[src/rtl/recip_estimate_rom_if.sv]
// recip_estimate_rom_if: lookup request/response bundle for the reciprocal seed table
interface recip_estimate_rom_if #(parameter int LUT_WIDTH = 6);
  logic                 en_i;
  logic [LUT_WIDTH-1:0] addr_i;
  logic [LUT_WIDTH-1:0] data_o;
  logic                 valid_o;
  modport master (output en_i, addr_i, input data_o, valid_o);
  modport slave (input en_i, addr_i, output data_o, valid_o);
endinterface

[src/rtl/recip_estimate_rom.sv]
// recip_estimate_rom: registered 64-entry table of the 6-bit fraction of 2/(1.f)
module recip_estimate_rom #(parameter int LUT_WIDTH = 6) (
  input logic clk,
  input logic reset,
  recip_estimate_rom_if.slave bus
);
  localparam int N = 2 ** LUT_WIDTH;
  logic [LUT_WIDTH-1:0] rom [N];
  logic [LUT_WIDTH-1:0] data_q, data_d;
  logic                 valid_q, valid_d;
  // entry 0 would be exactly 2.0, which needs a 7th bit, so it saturates
  for (genvar i = 0; i < N; i++) begin : g_rom
    assign rom[i] = (i == 0) ? '1 : LUT_WIDTH'((2 * N * N) / (N + i) - N);
  end
  always_comb begin
    data_d  = bus.en_i ? rom[bus.addr_i] : data_q;
    valid_d = bus.en_i;
  end
  always_ff @(posedge clk) begin
    if (reset) begin
      data_q  <= '0;
      valid_q <= 1'b0;
    end else begin
      data_q  <= data_d;
      valid_q <= valid_d;
    end
  end
  assign bus.data_o  = data_q;
  assign bus.valid_o = valid_q;
endmodule

[src/flat_wrapper.sv]
// flat-port wrapper written by rule: the top's interface ports become plain ports
module recip_estimate_rom_flat 
#(parameter int LUT_WIDTH = 6)
  (clk, reset, bus_en_i, bus_addr_i, bus_data_o, bus_valid_o);
  recip_estimate_rom_if #(.LUT_WIDTH(LUT_WIDTH)) bus_i ();
  input logic clk;
  input logic reset;
  input wire logic [$bits(bus_i.en_i)-1:0] bus_en_i;
  input wire logic [$bits(bus_i.addr_i)-1:0] bus_addr_i;
  output wire logic [$bits(bus_i.data_o)-1:0] bus_data_o;
  output wire logic [$bits(bus_i.valid_o)-1:0] bus_valid_o;
  assign bus_i.en_i = bus_en_i;
  assign bus_i.addr_i = bus_addr_i;
  assign bus_data_o = bus_i.data_o;
  assign bus_valid_o = bus_i.valid_o;
  recip_estimate_rom #(.LUT_WIDTH(LUT_WIDTH)) u_core (.clk(clk), .reset(reset), .bus(bus_i));
endmodule
[config.mk]
export PLATFORM = sky130hd
export DESIGN_NAME = recip_estimate_rom_flat
export DESIGN_NICKNAME = d
export VERILOG_FILES = /design/src/rtl/recip_estimate_rom_if.sv /design/src/rtl/recip_estimate_rom.sv /design/src/flat_wrapper.sv
export SDC_FILE = /design/constraint.sdc
export NUM_CORES = 1
export LEC_CHECK = 0
export CAP_MARGIN = 20
export CORE_MARGIN = 5
export CORE_UTILIZATION = 65
export DETAILED_ROUTE_END_ITERATION = 10
export DONT_BUFFER_PORTS = 1
export GPL_TIMING_DRIVEN = 0
export PLACE_DENSITY = 0.85
export SYNTH_ARGS = -nofsm -noshare
export SYNTH_HDL_FRONTEND = slang
export SYNTH_SLANG_ARGS = --single-unit
[constraint.sdc]
create_clock -name clk -period 2.37 [get_ports clk]
set_input_delay 0.474 -clock clk [delete_from_list [all_inputs] [get_ports clk]]
set_output_delay 0.474 -clock clk [all_outputs]
set_load 0.005 [all_outputs]
# Yosys cells after proc, flatten, opt, wreduce, memory -nomap -nowiden
# Memories as Yosys holds them, arrays and structs flattened. A register that Yosys moved wholly into a read port is not among the register bits.
# Index checks and enable logic that the tools add are counted.
dict set report word_totals {
  register_bits 1
  rom_bits 384
  inputBits 9
  out_inout_bits 7
  elab_cells 3
  memories 1
}
dict set report op_classes {
  bitwise_logic 1
}
# name words width read_ports rd_ports_with_merged_regs write_ports line_no
set memory_table {}
lappend memory_table {{(no name shown)} 64 6 1 1 0 recip_estimate_rom.sv:16} ;# data_d = bus.en_i ? rom[bus.addr_i] : data_q;
# op n
set op_table {}
lappend op_table {{6-bit NOT with 7-bit output} 1}

# Longest topological paths before layout
dict set report logic_depth {
  word_depth 1
  mapped_depth 7
  mapped_depth_nobuf 6
}

# Least setup slack after synthesis
# OpenSTA, ideal clock, no wires.
dict set report synth_timing {
  kind {input port to flip-flop}
  startpoint {input port bus_addr_i[0]}
  endpoint {register u_core.data_q[2] (netlist: u_core.bus.data_o[2])}
  setup_ps 130
  arrival_time_ps 1571
  required_time_ps 2240
  slack_ps 670
  cell_stages 5
  n_path_buf 0
  path_cell_list {inv_1 -> ha_1 -> mux4_2 -> o211ai_1 -> a311oi_1}
}
dict set report synth_between {
  elab_chain_cells 1
}
# element line_no
set synth_rtl {}
lappend synth_rtl {{start: declaration} flat_wrapper.sv:9} ;# input wire logic [$bits(bus_i.addr_i)-1:0] bus_addr_i;
lappend synth_rtl {{6-bit NOT with 7-bit output (implied by the code)} recip_estimate_rom.sv:16}
lappend synth_rtl {{end: declaration} recip_estimate_rom.sv:9} ;# logic [LUT_WIDTH-1:0] data_q, data_d;
# Every way passes these cells.
# A chain may end at the register's enable or synchronous reset.

# Worst setup path after layout
# Same ends and word-level chain as after synthesis.

==> key figures <==
Setup path
  – CP max FO: 7
  – RR Startpoint: u_core.bus.data_o[1]$_SDFFE_PP0P_
  – Crit path launch: bus_addr_i[0]
  – Arrival @ worst endpoint: 1.70 ns
  – CP endpoint: u_core.bus.data_o[2]$_SDFFE_PP0P_
  – CP Data Required Time: 2.50 ns
  – RR Endpoint: u_core.bus.data_o[1]$_SDFFE_PP0P_
  – Crit path capture type: register
  – Worst setup path category: in -> reg
  – CP startpoint kind: input pin
  – Worst R2R Path Depth: 2
  – Reg2reg setup slack: 1.53 ns

Floorplan
  – Core Rows: 13
  – # IOs: 16
  – Die area: 2220 µm²
  – Die Wd: 47.1 µm
  – Die Y-Extent: 47.1 µm
  – Initial Util: 68.8%
  – Core area: 1300 µm²

Global routing
  – Largest net degree at the start of global routing: 13
  – Initial antenna violation count: 0
  – Gr ovfl total: 0
  – First-pass GRT wire length: 3.41 mm
  – Vias in the first global route: 738
  – Overall routing resource usage: 21.6%

CTS
  – Later-pin clock latency in the skew report: 0.25 ns
  – Clock Path Buffers: 2
  – Clock sinks: 7
  – CTS Hold Bufs: 0
  – CTS tree: built
  – # resized after CTS: 0
  – Post-CTS Repair Setup Buffers: 0
  – CTS root buf: clkbuf_4
  – CTS clk-pin slew, worst paths: 0.05 ns
  – Htree depth: 1
  – Cts bufs inserted: 3

STA
  – Setup TNS Final: 0 ns
  – Tmin final: 1.57 ns
  – Least-Margin Pin Slew: 0.318 ns
  – Endpoints failing setup: 0
  – Fmax: 0.636 GHz
  – Slew HR: 78.8%
  – Final Max Tran Viols: 0
  – Setup Skew: 0 ns
  – Final Cycle Share: 66.3%
  – RSZ-0062 raised after global routing: false
  – Hold Fails Final Rpt: 0

Route
  – Iter 0 DRT Violations: 28
  – DR pass1 iterations: 4
  – Total number of vias: 814
  – Final ANT Viol Nets: 0
  – WL per Instance: 16.9 µm
  – Routed WL: 2.08 mm
  – DRC: 0
  – Vias per std cell: 6.62

Power
  – Worst IR drop on VDD: 0.000243 V
  – Power Dens Cells: 384 nW/µm²
  – Static Leak: 0.381 nW

Finish
  – Share of post-route cells with drive strength above 1: 17.6%
  – Area grow syn2layout: 5.03%
  – Area of the multi-input gates: 626 µm²
  – Diodes inserted: 0
  – Final net count: 128
  – Seq. cell area: 140 µm²
  – Filler cell count: 103
  – Most frequent cells in the layout: 10 x ha_1, 8 x inv_1, 8 x nor2_1
  – Commonest non-fill, non-tap cell in the layout: ha_1
  – Design area: 941 µm²

Yosys
  – Seq cells post-synth: 7
  – Primary FF master, synth: dfxtp_1
  – Post-synth cell types: 39
  – Post-synth ARST share: 0%
  – Net count after synthesis: 123
  – Synth Cell Area: 896 µm²
  – Cell count after synthesis: 104
  – Syn Area/Cell: 8.61 µm²
  – Post-synth EDFFs: 0
  – Yosys warnings: 0
  – Seq/Total Area, Yosys: 15.6%

Place
  – IO Port Bufs: 0
  – Post-DP Area: 915 µm²
  – Gpl congestion: 0.876
  – HPWL after DPL: 1.49 mm

Hold path
  – Hold Crit Class: in -> reg

Run status
  – Status: completed

Run
  – Max Cap Viol: 0
## Yosys cell counts, types with 2 or more instances
library cell	instances	area, µm²
and2_2	3	22.5
nand2b_1	6	37.5
nor3b_1	2	15.0
a211o_1	2	17.5
o31ai_1	2	15.0
o211ai_1	3	22.5
o21ai_0	3	15.0
a21oi_1	5	25.0
and2b_2	2	17.5
a311oi_1	4	35.0
o221ai_1	2	17.5
o311ai_0	2	17.5
nand2_1	5	18.8
buf_6	4	45.0
clkbuf_8	4	55.1
ha_1	10	125
xnor2_1	2	17.5
o32ai_1	2	17.5
nor2_1	8	30.0
inv_1	8	30.0
dfxtp_1	7	140
## where the power goes
group          total (mW)  switching (mW)  internal, mW
Combinational       0.120          0.0609        0.0589
Sequential          0.132         0.00554         0.127
Clock               0.109          0.0447        0.0643
Total               0.361           0.111         0.250
## state kept, by name, summed over array words and instances (netlist names)
name,count
u_core.bus.data_o,6
u_core.bus.valid_o,1
## kinds of logic (layout without fill, tap and decap cells)
family                   count (synthesis)  in the layout  share of synthesized area [%]
flip-flops                               7              7                           15.6
AND/OR/NAND/NOR                         34             34                           21.9
AO/OA/AOI/OAI                           34             34                           29.5
multiplexers                             1              1                           2.51
adder cells (fa/ha/maj)                 10             10                           14.0
buffers and inverters                   16             20                           14.5
XOR/XNOR                                 2              2                           1.96
## layer usage
layer / track usage, % / part of all wire [%] / vias up
met4: 13.8 / 2.4 / 0
li1: - / - / 391
met3: 1.92 / 6.5 / 5
met2: 34.7 / 48 / 31
met5: 0 / 0 / -
met1: 27.4 / 43 / 387
## worst min-delay path by stage
stage,cells after the start,startpoint,end
floorplan,2,u_core.bus.data_o[5]$_SDFFE_PP0P_,u_core.bus.data_o[5]$_SDFFE_PP0P_
global placement,2,u_core.bus.data_o[5]$_SDFFE_PP0P_,u_core.bus.data_o[5]$_SDFFE_PP0P_
detailed placement,2,u_core.bus.data_o[0]$_SDFFE_PP0P_,u_core.bus.data_o[0]$_SDFFE_PP0P_
CTS,1,reset,u_core.bus.data_o[2]$_SDFFE_PP0P_
global route,1,reset,u_core.bus.data_o[2]$_SDFFE_PP0P_
finish,1,reset,u_core.bus.data_o[2]$_SDFFE_PP0P_
## critical path, cell delays in order
cell and delay (ns):
inv_1 0.15, ha_1 0.31, mux4_2 0.47, o211ai_1 0.20, a311oi_1 0.11
## final cells by class
class	count	share of cell area (%)
Multi-Input combinational cell	81	66.5
Clock buffer	4	2.79
Buffer	8	10.6
Inverter	8	3.19
Tap cell	15	1.99
Sequential cell	7	14.9
## per-stage QoR
step	hold slack [ns]	util [%]	setup slack (ns)	power, mW	std cells
after global placement	0.476	70.3	0.557	0.249	119
after floorplan	0.455	-	0.670	0.231	104
after detailed placement	0.484	70.3	0.543	0.252	119
final	0.284	72.3	0.798	0.361	123
after global routing	0.270	72.3	0.761	0.386	123
after CTS	0.278	72.3	0.816	0.363	123
(Power assumes the default switching activity.)
